===== config.mk =====
export PLATFORM = sky130hd
export DESIGN_NAME = bcd_convert_scheduler_flat
export DESIGN_NICKNAME = d
export VERILOG_FILES = /design/src/rtl/bcd_sched_pkg.sv /design/src/rtl/bcd_convert_scheduler_if.sv /design/src/rtl/bcd_dd_step.sv /design/src/rtl/bcd_convert_scheduler.sv /design/src/flat_wrapper.sv
export SDC_FILE = /design/constraint.sdc
export NUM_CORES = 1
export LEC_CHECK = 0
export ABC_AREA = 1
export BUFFER_PORTS_ARGS = -buffer_cell sky130_fd_sc_hd__buf_2
export CAP_MARGIN = 30
export CELL_PAD_IN_SITES_DETAIL_PLACEMENT = 0
export CELL_PAD_IN_SITES_GLOBAL_PLACEMENT = 1
export CORE_AREA = 2 2 127 92
export DETAILED_ROUTE_END_ITERATION = 8
export DIE_AREA = 0 0 129 94
export PLACE_DENSITY_LB_ADDON = 0.1
export SETUP_SLACK_MARGIN = 0.15
export SYNTH_ARGS = -nofsm -noshare
export SYNTH_HDL_FRONTEND = slang
export SYNTH_SLANG_ARGS = --single-unit
export TNS_END_PERCENT = 30

===== constraint.sdc =====
create_clock -name clk -period 4 [get_ports clk]
set_input_delay 0.2 -clock clk [delete_from_list [all_inputs] [get_ports clk]]
set_output_delay 0.2 -clock clk [all_outputs]
set_load 0.01 [all_outputs]

===== src/rtl/bcd_sched_pkg.sv =====
// Shared types, constants and elaboration helpers for the BCD conversion scheduler.
package bcd_sched_pkg;

  typedef enum logic [1:0] {
    IDLE  = 2'd0,
    SHIFT = 2'd1,
    DONE  = 2'd2
  } state_e;

  localparam int unsigned DIGIT_W     = 4;
  localparam logic [3:0]  ADD3_THRESH = 4'd5;

  // Smallest number of decimal digits able to hold 2**w - 1.
  function automatic int unsigned min_digits(input int unsigned w);
    longint unsigned maxv;
    int unsigned     d;
    maxv = (w >= 64) ? '1 : ((64'd1 << w) - 64'd1);
    d    = 0;
    for (int unsigned i = 0; i < 20; i++) begin
      if (maxv != 0) begin
        d    = d + 1;
        maxv = maxv / 64'd10;
      end
    end
    return d;
  endfunction

  // Width of an index into n items, never below one bit.
  function automatic int unsigned id_width(input int unsigned n);
    return (n > 1) ? $clog2(n) : 1;
  endfunction

endpackage


===== src/rtl/bcd_convert_scheduler_if.sv =====
// Requester-side bus of the shared BCD converter: requests in, digits and acks out.
interface bcd_convert_scheduler_if #(
  parameter int unsigned N_REQ  = 2,
  parameter int unsigned W      = 12,
  parameter int unsigned DIGITS = 4
);
  import bcd_sched_pkg::*;

  localparam int unsigned GW = id_width(N_REQ);

  logic [N_REQ-1:0]            req;
  logic [N_REQ*W-1:0]          bin_in;
  logic [N_REQ-1:0]            ack;
  logic                        valid_out;
  logic [GW-1:0]               grant_id;
  logic [DIGITS*DIGIT_W-1:0]   bcd_out;
  logic                        busy;

  // Requesters drive req/bin_in and observe the results.
  modport master (
    output req, bin_in,
    input  ack, valid_out, grant_id, bcd_out, busy
  );

  // The scheduler consumes requests and returns results.
  modport slave (
    input  req, bin_in,
    output ack, valid_out, grant_id, bcd_out, busy
  );

endinterface


===== src/rtl/bcd_dd_step.sv =====
// One double-dabble iteration: add 3 to every digit nibble >= 5, then shift left by one.
module bcd_dd_step
  import bcd_sched_pkg::*;
#(
  parameter int unsigned W      = 12,
  parameter int unsigned DIGITS = 4
) (
  input  logic [W+DIGITS*DIGIT_W-1:0] din,
  output logic [W+DIGITS*DIGIT_W-1:0] dout
);

  localparam int unsigned SRW = W + DIGITS * DIGIT_W;

  logic [SRW-1:0] adj;

  // Binary field passes through untouched; only digit nibbles are corrected.
  assign adj[W-1:0] = din[W-1:0];

  // Per-digit add-3 correction, wrapping inside the nibble with no carry out.
  for (genvar d = 0; d < DIGITS; d++) begin : g_digit
    assign adj[W + d*DIGIT_W +: DIGIT_W] =
      (din[W + d*DIGIT_W +: DIGIT_W] >= ADD3_THRESH) ?
        din[W + d*DIGIT_W +: DIGIT_W] + 4'd3 :
        din[W + d*DIGIT_W +: DIGIT_W];
  end

  assign dout = {adj[SRW-2:0], 1'b0};

endmodule


===== src/rtl/bcd_convert_scheduler.sv =====
// Shared sequential binary-to-BCD engine serving N_REQ requesters in round-robin order.
module bcd_convert_scheduler
  import bcd_sched_pkg::*;
#(
  parameter int unsigned N_REQ  = 2,
  parameter int unsigned W      = 12,
  parameter int unsigned DIGITS = 4
) (
  input logic                   clk,
  input logic                   reset,
  bcd_convert_scheduler_if.slave bus
);

  localparam int unsigned BW  = DIGITS * DIGIT_W;
  localparam int unsigned SRW = W + BW;
  localparam int unsigned GW  = id_width(N_REQ);
  localparam int unsigned CW  = id_width(W);

  if (N_REQ < 1 || N_REQ > 8) begin : g_nreq_chk
    $error("bcd_convert_scheduler: N_REQ must be in 1..8");
  end
  if (DIGITS < min_digits(W)) begin : g_digits_chk
    $error("bcd_convert_scheduler: DIGITS too small to hold 2**W-1");
  end

  state_e           state_q;
  logic [GW-1:0]    ptr_q;
  logic [CW-1:0]    cnt_q;
  logic [SRW-1:0]   sr_q;
  logic [GW-1:0]    grant_q;
  logic [BW-1:0]    bcd_q;
  logic [N_REQ-1:0] ack_q;
  logic             valid_q;
  logic             busy_q;

  logic [GW-1:0]    pick_d;
  logic             any_req_d;
  logic [W-1:0]     cap_val_d;
  logic [SRW-1:0]   step_d;
  logic [GW-1:0]    ptr_nxt_d;

  // Round-robin pick: first requester at or after the pointer, wrapping.
  always_comb begin
    logic [N_REQ-1:0] req_sh;
    int unsigned      idx;
    pick_d    = '0;
    any_req_d = 1'b0;
    req_sh    = '0;
    idx       = 0;
    for (int unsigned i = 0; i < N_REQ; i++) begin
      idx    = (32'(ptr_q) + i) % N_REQ;
      req_sh = bus.req >> idx;
      if (!any_req_d && req_sh[0]) begin
        any_req_d = 1'b1;
        pick_d    = GW'(idx);
      end
    end
  end

  // Operand of the requester that would be granted this cycle.
  always_comb begin
    cap_val_d = W'(bus.bin_in >> (32'(pick_d) * W));
  end

  // Pointer advance past the requester just served.
  always_comb begin
    ptr_nxt_d = (grant_q == GW'(N_REQ - 1)) ? '0 : grant_q + 1'b1;
  end

  bcd_dd_step #(
    .W      (W),
    .DIGITS (DIGITS)
  ) u_step (
    .din  (sr_q),
    .dout (step_d)
  );

  // Control FSM with registered handshake outputs.
  always_ff @(posedge clk) begin
    if (reset) begin
      state_q <= IDLE;
      ptr_q   <= '0;
      cnt_q   <= '0;
      sr_q    <= '0;
      grant_q <= '0;
      bcd_q   <= '0;
      ack_q   <= '0;
      valid_q <= 1'b0;
      busy_q  <= 1'b0;
    end else begin
      ack_q   <= '0;
      valid_q <= 1'b0;
      case (state_q)
        IDLE: begin
          if (any_req_d) begin
            grant_q <= pick_d;
            sr_q    <= {{BW{1'b0}}, cap_val_d};
            cnt_q   <= '0;
            busy_q  <= 1'b1;
            state_q <= SHIFT;
          end
        end
        SHIFT: begin
          sr_q  <= step_d;
          cnt_q <= cnt_q + 1'b1;
          // Digits are taken straight from the final step output so the
          // result appears on the same edge that performs step W.
          if (cnt_q == CW'(W - 1)) begin
            bcd_q   <= step_d[W +: BW];
            valid_q <= 1'b1;
            ack_q   <= N_REQ'(1) << grant_q;
            state_q <= DONE;
          end
        end
        DONE: begin
          ptr_q   <= ptr_nxt_d;
          busy_q  <= 1'b0;
          state_q <= IDLE;
        end
        default: state_q <= IDLE;
      endcase
    end
  end

  assign bus.ack       = ack_q;
  assign bus.valid_out = valid_q;
  assign bus.grant_id  = grant_q;
  assign bus.bcd_out   = bcd_q;
  assign bus.busy      = busy_q;

endmodule


===== src/flat_wrapper.sv =====
// flat-port wrapper written by rule: the top's interface ports become plain ports
module bcd_convert_scheduler_flat import bcd_sched_pkg::*;
#(
  parameter int unsigned N_REQ  = 2,
  parameter int unsigned W      = 12,
  parameter int unsigned DIGITS = 4
)
  (clk, reset, bus_req, bus_bin_in, bus_ack, bus_valid_out, bus_grant_id, bus_bcd_out, bus_busy);
  bcd_convert_scheduler_if #(.N_REQ(N_REQ), .W(W), .DIGITS(DIGITS)) bus_i ();
  input logic clk;
  input logic reset;
  input wire logic [$bits(bus_i.req)-1:0] bus_req;
  input wire logic [$bits(bus_i.bin_in)-1:0] bus_bin_in;
  output wire logic [$bits(bus_i.ack)-1:0] bus_ack;
  output wire logic [$bits(bus_i.valid_out)-1:0] bus_valid_out;
  output wire logic [$bits(bus_i.grant_id)-1:0] bus_grant_id;
  output wire logic [$bits(bus_i.bcd_out)-1:0] bus_bcd_out;
  output wire logic [$bits(bus_i.busy)-1:0] bus_busy;
  assign bus_i.req = bus_req;
  assign bus_i.bin_in = bus_bin_in;
  assign bus_ack = bus_i.ack;
  assign bus_valid_out = bus_i.valid_out;
  assign bus_grant_id = bus_i.grant_id;
  assign bus_bcd_out = bus_i.bcd_out;
  assign bus_busy = bus_i.busy;
  bcd_convert_scheduler #(.N_REQ(N_REQ), .W(W), .DIGITS(DIGITS)) u_core (.clk(clk), .reset(reset), .bus(bus_i));
endmodule

# Yosys cells after proc, flatten, opt, wreduce, memory -nomap -nowiden
# Cells that the tools add are included.
[word_totals]
word_cells = 63
input_bits = 28
out_inout_bits = 21
ff_bits = 56
[op_classes]
muxes = 19
n_lt_le_gt_ge = 4
n_eq_ne = 5
reduce_logical = 12
add_sub_neg = 7
bitwise = 2
shift = 4
mul = 1
[ops]
columns = ["cell", "n"]
rows = [
  ["28-bit one-hot mux with 2 select lines", 1],
  ["28-bit 2-to-1 mux", 1],
  ["24-bit by 5-bit right shift with 12-bit output", 1],
  ["4-bit by 3-bit greater-or-equal comparator with 1-bit output (second input constant)", 4],
  ["4-bit 2-to-1 mux", 4],
  ["4-bit by 2-bit adder with 4-bit output (second input constant)", 3],
  ["2-bit AND reduction", 5],
  ["4-bit one-hot mux with 2 select lines", 1],
  ["1-bit 2-to-1 mux", 7],
  ["4-bit by 1-bit adder with 4-bit output (second input constant)", 1],
  ["4-bit equality test (second input constant)", 1],
  ["2-bit 2-to-1 mux", 2],
  ["2-bit by 1-bit inequality test with 1-bit output (second input constant)", 2],
  ["2-bit one-hot mux with 2 select lines", 1],
  ["2-bit nonzero test", 2],
  ["2-bit by 1-bit right shift with 1-bit output", 2],
  ["3-bit by 2-bit adder with 3-bit output (second input constant)", 1],
  ["1-bit by 2-bit multiplier with 3-bit output (second input constant)", 1],
  ["3-bit 2-to-1 mux", 1],
  ["3-bit OR reduction", 1],
  ["1-bit adder (second input constant)", 2],
  ["2-bit by 1-bit equality test with 1-bit output (second input constant)", 1],
  ["2-bit equality test (second input constant)", 1],
  ["2-bit zero test", 1],
  ["other kinds (6)", 7],
]

# Longest topological paths before layout
# Gate-level depths: netlist of the first run.
[depth]
ltp_word = 9
ltp_mapped = 10
mapped_depth_nobuf = 10

# Modules after synthesis
# From an unflattened synthesis of the first run, not the netlist that was laid out.
[unflattened]
hier_cells = 418
area_unflattened_um2 = 2940.3
[by_module_without_submodules]
columns = ["mod", "area_per_inst_um2", "cells_each", "instances", "seq_area_each_um2"]
rows = [
  ["bcd_convert_scheduler", 2332.2, 317, 1, 1121.1],
  ["bcd_dd_step", 608.1, 101, 1, 0.0],
]

# Worst setup path before layout of the first run
# Ideal clock, no wire load.
[synth_timing]
path_kind = "reg2reg"
start = "register u_core.cnt_q[0]"
end = "register u_core.bcd_q[10], in the netlist u_core.bus.bcd_out[10]"
n_path_buf = 0
setup_ns = 0.123
path_stages_with_launch = 7
required_time_ns = 3.877
t_arrival_ns = 1.141
slack_ns = 2.737
period_less_slack_ns = 1.263
cell_sequence = "dfxtp_1 ha_1 nand3_1 nor2_4 clkinv_1 nand3_1 o21ai_0"
[synth_via]
elab_chain_len = 2
[synth_lines]
columns = ["element", "line_no", "source"]
rows = [
  ["start, declared", "bcd_convert_scheduler.sv:28", "logic [CW-1:0] cnt_q;"],
  ["start signal, assigned", "bcd_convert_scheduler.sv:105", "cnt_q <= cnt_q + 1'b1;"],
  ["4-bit equality test", "bcd_convert_scheduler.sv:108", "if (cnt_q == CW'(W - 1)) begin"],
  ["2-bit AND reduction (no line)", "--", ""],
  ["end signal, assigned", "bcd_convert_scheduler.sv:109", "bcd_q <= step_d[W +: BW];"],
  ["end, declared", "bcd_convert_scheduler.sv:31", "logic [BW-1:0] bcd_q;"],
]
# No other way between the ends.
# A chain may end at the register's enable or synchronous reset.

# Final worst setup path of the first run
[layout_timing]
start = "register u_core.cnt_q[0]"
end = "register u_core.bcd_q[6], in the netlist u_core.bus.bcd_out[6]"
# Same word-level chain as after synthesis.

==> impl_metrics.json, run 1 <==
{
  "post_cts_resized": 0,
  "wl_um": 7240,
  "drc": 0,
  "ff_latch_area_mm2": 0.001121,
  "yosysWarnings": 0,
  "power_leakage_nw": 1.519,
  "fin_cells": 609,
  "postCtsSetupBuffers": 0,
  "fp.dieW_um": 129,
  "die_area_mm2": 0.01213,
  "startpoint_type": "flop",
  "layout_min_cycle_time_ns": 1.868,
  "placed_cell_area_mm2": 0.003152,
  "avgSynthCellArea_um2": 6.719,
  "status": "finished clean",
  "first_iter_violations": 182,
  "cts.sinks": 56,
  "hold_class": "input pin to flop",
  "fp.dieH_um": 94,
  "hold_buffers": 0,
  "cts_tree": "done",
  "cts_made_buffers": 5,
  "cp_max_fo": 14,
  "grt_start_max_net_pins": 40,
  "post-route-util": 0.3043,
  "netlist_area_mm2": 0.002795,
  "syn_to_final_growth_pct": 18.13,
  "drv_slew": 0,
  "rsz0062_at_grt": "no",
  "whs_ns": 0.2484,
  "final_common_cell": "nand2_1",
  "vias": 2618,
  "dp_hpwl_um": 5292,
  "gp_congestion": 0.7441,
  "worstPathArrival_ns": 2.03,
  "track_usage": 0.1273,
  "port_buffers": 48,
  "wl_per_cell_um": 11.89,
  "ys_seq_area_frac": 0.4011,
  "critPathCaptureType": "flop",
  "finalCritPeriodShare": 0.4671,
  "syn-num-nets": 453,
  "grt_antenna_before_repair": 0,
  "yosys.area.top_type_share": 0.4011,
  "syn_inst": 416,
  "tightest_slew_ns": 0.8554,
  "clk_path_buf_depth": 2,
  "vdd_ir_drop_max_mv": 0.1689,
  "clk_latency_ns": 0.29,
  "drtPass1Iterations": 4,
  "stdcell_area_mm2": 0.003302,
  "fillCellCount": 1231,
  "ioPinCount": 49,
  "fmax_ghz": 0.5353,
  "clockRootBuffer": "clkbuf_16",
  "grt_pass1_vias": 2351,
  "grt_pass1_wl_um": 11960,
  "skew_ns": 0.005890,
  "cap_violations": 0,
  "h-tree-depth": 2,
  "setup_viol": 0,
  "critical_path_required_ns": 4.17,
  "hold_violations": 0,
  "rows": 32,
  "power_density_mw_per_mm2": 351.0,
  "layout_common_cells": "nand2_1 (121), nor2_1 (63), dfxtp_1 (56)",
  "avgViaCountPerCell": 4.299,
  "antennaDiodeCount": 0,
  "worstSetupPathType": "flop to flop",
  "start_util": 0.2576,
  "ys_types": 26,
  "drive_gt1_frac": 0.1404,
  "yosys.area.top_type": "dfxtp_1",
  "yosys_register_bits": 56,
  "place_inst": 601,
  "fin_nets": 492,
  "synth_area_leaders": "dfxtp_1 (40%), nand2_1 (16%), nor2_1 (8.5%)",
  "setup_tns_ns": 0,
  "slew-limit-headroom": 0.4297,
  "grt_overflow": 0,
  "clk_pin_slew_ns": 0.07,
  "multiInputGateArea_mm2": 0.001440,
  "postRouteAntennaNets": 0,
  "core_mm2": 0.01085
}
registers in the layout, summed over array words and instances, names as in the netlist, 2 cells and up:
register,count
u_core.bus.bcd_out,16
u_core.sr_q,28
u_core.cnt_q,4
u_core.bus.ack,2
u_core.state_q,2
cell usage after synthesis, drive strengths merged:
| master | count |
|---|---|
| dfxtp | 56 |
| a21oi | 23 |
| o31ai | 1 |
| clkinv | 2 |
| inv | 36 |
| buf | 12 |
| clkbuf | 5 |
| nand3 | 45 |
| ha | 9 |
| nand4 | 8 |
| o21ai | 16 |
| nand2 | 123 |
| mux2i | 1 |
| nand3b | 11 |
| and3 | 1 |
| nor2 | 66 |
| o21a | 1 |
path summary, 6_finish.rpt:
path,cells after the start,startpoint,slack (ns),endpoint
max reg2reg,6,u_core.cnt_q[0]$_SDFFE_PP0P_,2.13,u_core.bus.bcd_out[6]$_SDFFE_PP0P_
min reg2reg,2,u_core.sr_q[0]$_SDFFE_PP0P_,0.47,u_core.sr_q[0]$_SDFFE_PP0P_
min,5,bus_bin_in[3],0.25,u_core.sr_q[3]$_SDFFE_PP0P_
max,6,u_core.cnt_q[0]$_SDFFE_PP0P_,2.13,u_core.bus.bcd_out[6]$_SDFFE_PP0P_
critical path, cell delays in order, from the launching register on:
cell and delay [ns]:
dfxtp_1 0.39, ha_1 0.22, nand3_1 0.18, nor2_4 0.34, clkinv_1 0.36, nand3_1 0.15, o21ai_0 0.09
cells by family after synthesis:
family,after synthesis,synth area share
AOI/OAI and AO/OA,41,0.07923
DFF,56,0.4011
adders and majority gates,9,0.04029
muxes,1,0.003581
buffers and inverters,55,0.08370
and+or+nand+nor,254,0.3921
per-stage QoR:
stage / power, mW / setup slack (ns)
floorplan: 0.6832 / 2.737
global placement: 0.7190 / 1.898
detailed placement: 0.7209 / 1.886
CTS: 1.185 / 2.113
global route: 1.229 / 1.835
finish: 1.159 / 2.132
power breakdown:
part           switching [mW]  leakage [nW]  total, mW  internal [mW]
Sequential             0.0111         0.455      0.584          0.573
Combinational          0.0800         0.994      0.121         0.0411
Clock                   0.203        0.0701      0.453          0.250
Total                   0.294          1.52       1.16          0.865
metal layers:
layer | global-route usage | vias up | routed length (um)
met5 | 0 | - | 0
met4 | 0.04076 | 0 | 89
met3 | 0.02961 | 7 | 288
met2 | 0.1781 | 37 | 2884
met1 | 0.1900 | 1168 | 3978
li1 | - | 1406 | -
cell type report:
cell class                      count  area share
Clock inverter                      1    0.002274
Inverter                           38     0.04358
Tap cell                          153     0.05798
Timing Repair Buffer               49     0.07730
Clock buffer                        7     0.04320
Sequential cell                    56      0.3395
Multi-Input combinational cell    305      0.4361
Note: power is estimated with default switching activity, not from simulation.
==> run 2, diff against run 1 <==
==> constraint.sdc (replaced) <==
create_clock -name clk -period 1.7 [get_ports clk]
set_input_delay 0.085 -clock clk [delete_from_list [all_inputs] [get_ports clk]]
set_output_delay 0.085 -clock clk [all_outputs]
set_load 0.01 [all_outputs]
==> run 2 against run 1 <==
Effect of this change:
- global-route usage up 0.31 points
- clock skew shrank 0.0021 ns
- combinational power rose to 2.5 times the previous value
- total power up 130%
- sequential share of layout area decreased by 0.43 points
- final cell count rose by 1.1%
- critical path depth increased by 4
- cell area increased by 1.3%
- sequential cell count unchanged
- via count is 2.0% higher
- clock power up 120%
- largest cell class unchanged
- largest power group unchanged
- highest routed layer unchanged
==> impl_metrics.json, run 2 (synthesis gave the netlist of run 1 again) <==
{
  "vias": 2670,
  "power_switching_uw": 683.1,
  "postCtsSetupBuffers": 0,
  "grt_pass1_wl_um": 12260,
  "core_mm2": 0.01085,
  "vdd_ir_drop_max_mv": 0.3588,
  "port_buffers": 48,
  "finalCritPeriodShare": 0.8474,
  "clk_latency_ns": 0.29,
  "final_common_cell": "nand2_1",
  "startpoint_type": "flop",
  "start_util": 0.2576,
  "clk_pin_slew_ns": 0.07,
  "fp.dieH_um": 94,
  "worstSetupEndpoint": "u_core.bus.bcd_out[9]$_SDFFE_PP0P_",
  "ioPinCount": 49,
  "regMostFlops": "u_core.sr_q",
  "pwr-share-clk": 0.372,
  "status": "finished clean",
  "critPathCaptureType": "flop",
  "die_area_mm2": 0.01213,
  "rrSetupSlack_ns": 0.26,
  "grt_pass1_vias": 2482,
  "grt_overflow": 0,
  "worstPathCellList": "inv_1 -> ha_1 -> inv_1 -> nand2_1 -> nand3_1 -> nand2_1 -> nand2_1 -> nand2_1 -> nand2_1 -> inv_1",
  "slowest_delay_ns": 0.41,
  "cts_tree": "done",
  "drc": 0,
  "grt_antenna_before_repair": 0,
  "fin_nets": 500,
  "clockRootBuffer": "clkbuf_16",
  "power_density_mw_per_mm2": 800.7,
  "clk_path_buf_depth": 2,
  "power_mw": 2.678,
  "post-route-util": 0.3082,
  "hold_buffers": 0,
  "pwr-share-comb": 0.114,
  "fp.dieW_um": 129,
  "cp_max_fo": 5,
  "rows": 32,
  "first_iter_violations": 153,
  "fmax_ghz": 0.6941,
  "fillCellCount": 1220,
  "crit_top_cell": "nand2_1",
  "worstSetupPathType": "flop to flop",
  "tightest_slew_ns": 0.3931,
  "post_cts_resized": 0,
  "cp.depth": 10,
  "place_inst": 609,
  "worstPathArrival_ns": 1.64,
  "dp_hpwl_um": 5510,
  "h-tree-depth": 2,
  "antennaDiodeCount": 0,
  "drive_gt1_frac": 0.1577,
  "drtPass1Iterations": 4,
  "gp_congestion": 0.7257,
  "wl_um": 7413,
  "avgViaCountPerCell": 4.334,
  "postRouteAntennaNets": 0,
  "cp_num_buf_inv": 3,
  "wl_per_cell_um": 12.03,
  "p_int_mw": 1.995,
  "cap_violations": 0,
  "layout_min_cycle_time_ns": 1.441,
  "skew_ns": 0.003820,
  "hold_violations": 0,
  "largest_reg_flops": 28,
  "power_leakage_nw": 1.553,
  "setup_viol": 0,
  "r2r-end": "u_core.bus.bcd_out[9]$_SDFFE_PP0P_",
  "critPathLaunch": "u_core.sr_q[20]$_SDFFE_PP0P_",
  "setup_tns_ns": 0,
  "p_sw_frac": 0.2551,
  "r2r_start": "u_core.sr_q[20]$_SDFFE_PP0P_",
  "fin_cells": 616,
  "rsz0062_at_grt": "yes",
  "drv_slew": 0,
  "critical_path_required_ns": 1.90,
  "slew-limit-headroom": 0.7376,
  "grt_start_max_net_pins": 19,
  "rr_worst_depth": 10,
  "syn_to_final_growth_pct": 19.65,
  "crit_slowest_cell": "dfxtp_1",
  "hold_class": "input pin to flop",
  "cts_made_buffers": 5,
  "track_usage": 0.1304,
  "crit_family": "simple AND/OR/NAND/NOR gates",
  "cts.sinks": 56,
  "power_frac_seq": 0.513,
  "layout_common_cells": "nand2_1 (120), nor2_1 (63), dfxtp_1 (56)"
}
## run 2: how the worst min path moves through the flow
stage / start / end / depth (start not counted)
final: reset / u_core.sr_q[1]$_SDFFE_PP0P_ / 2
after global routing: reset / u_core.sr_q[3]$_SDFFE_PP0P_ / 2
after CTS: reset / u_core.sr_q[2]$_SDFFE_PP0P_ / 2
after detailed placement: reset / u_core.sr_q[2]$_SDFFE_PP0P_ / 2
after global placement: reset / u_core.sr_q[4]$_SDFFE_PP0P_ / 2
after floorplan: reset / u_core.cnt_q[3]$_SDFFE_PP0P_ / 3
## run 2: layout make-up
cell class	instances	area, um^2	area share
Inverter	38	147.6	0.04415
Clock buffer	6	128.9	0.03853
Timing Repair Buffer	57	307.8	0.09203
Tap cell	153	191.4	0.05724
Clock inverter	1	5.005	0.001496
Sequential cell	56	1121	0.3352
Multi-Input combinational cell	305	1443	0.4313
## run 2: power groups by stage
stage	clock (mW)	sequential (mW)	combinational, mW
6_report	0.997	1.38	0.306
5_1_grt	1.09	1.38	0.353
4_1_cts	1.04	1.37	0.312
3_5_place_dp	0	1.40	0.310
3_3_place_gp	0	1.40	0.314
2_1_floorplan	0	1.40	0.208
## run 2: per-layer routing
metal,GRT usage,wire length (um),up-vias
met1,0.1929,4172,1212
met3,0.02961,216,8
met2,0.1861,2937,26
met5,0,0,-
li1,-,-,1424
met4,0.03986,87,0
## run 2: metrics by stage
step	worst slack [ns]	cell area [um^2]	hold slack [ns]
after floorplan	0.4367	2795	0.2413
after global placement	0.2639	3204	0.4435
after detailed placement	0.2310	3204	0.4487
after CTS	0.2166	3338	0.1361
after global routing	0.09082	3344	0.1470
final	0.2593	3344	0.1366
## run 2: worst reg2reg max path, delay by kind of cell (launching register included)
kind	cells	cell delay (ns)
AND/OR/NAND/NOR	6	0.50
buffers and inverters	3	0.23
adder cells (fa/ha/maj)	1	0.20
flip-flops	1	0.41
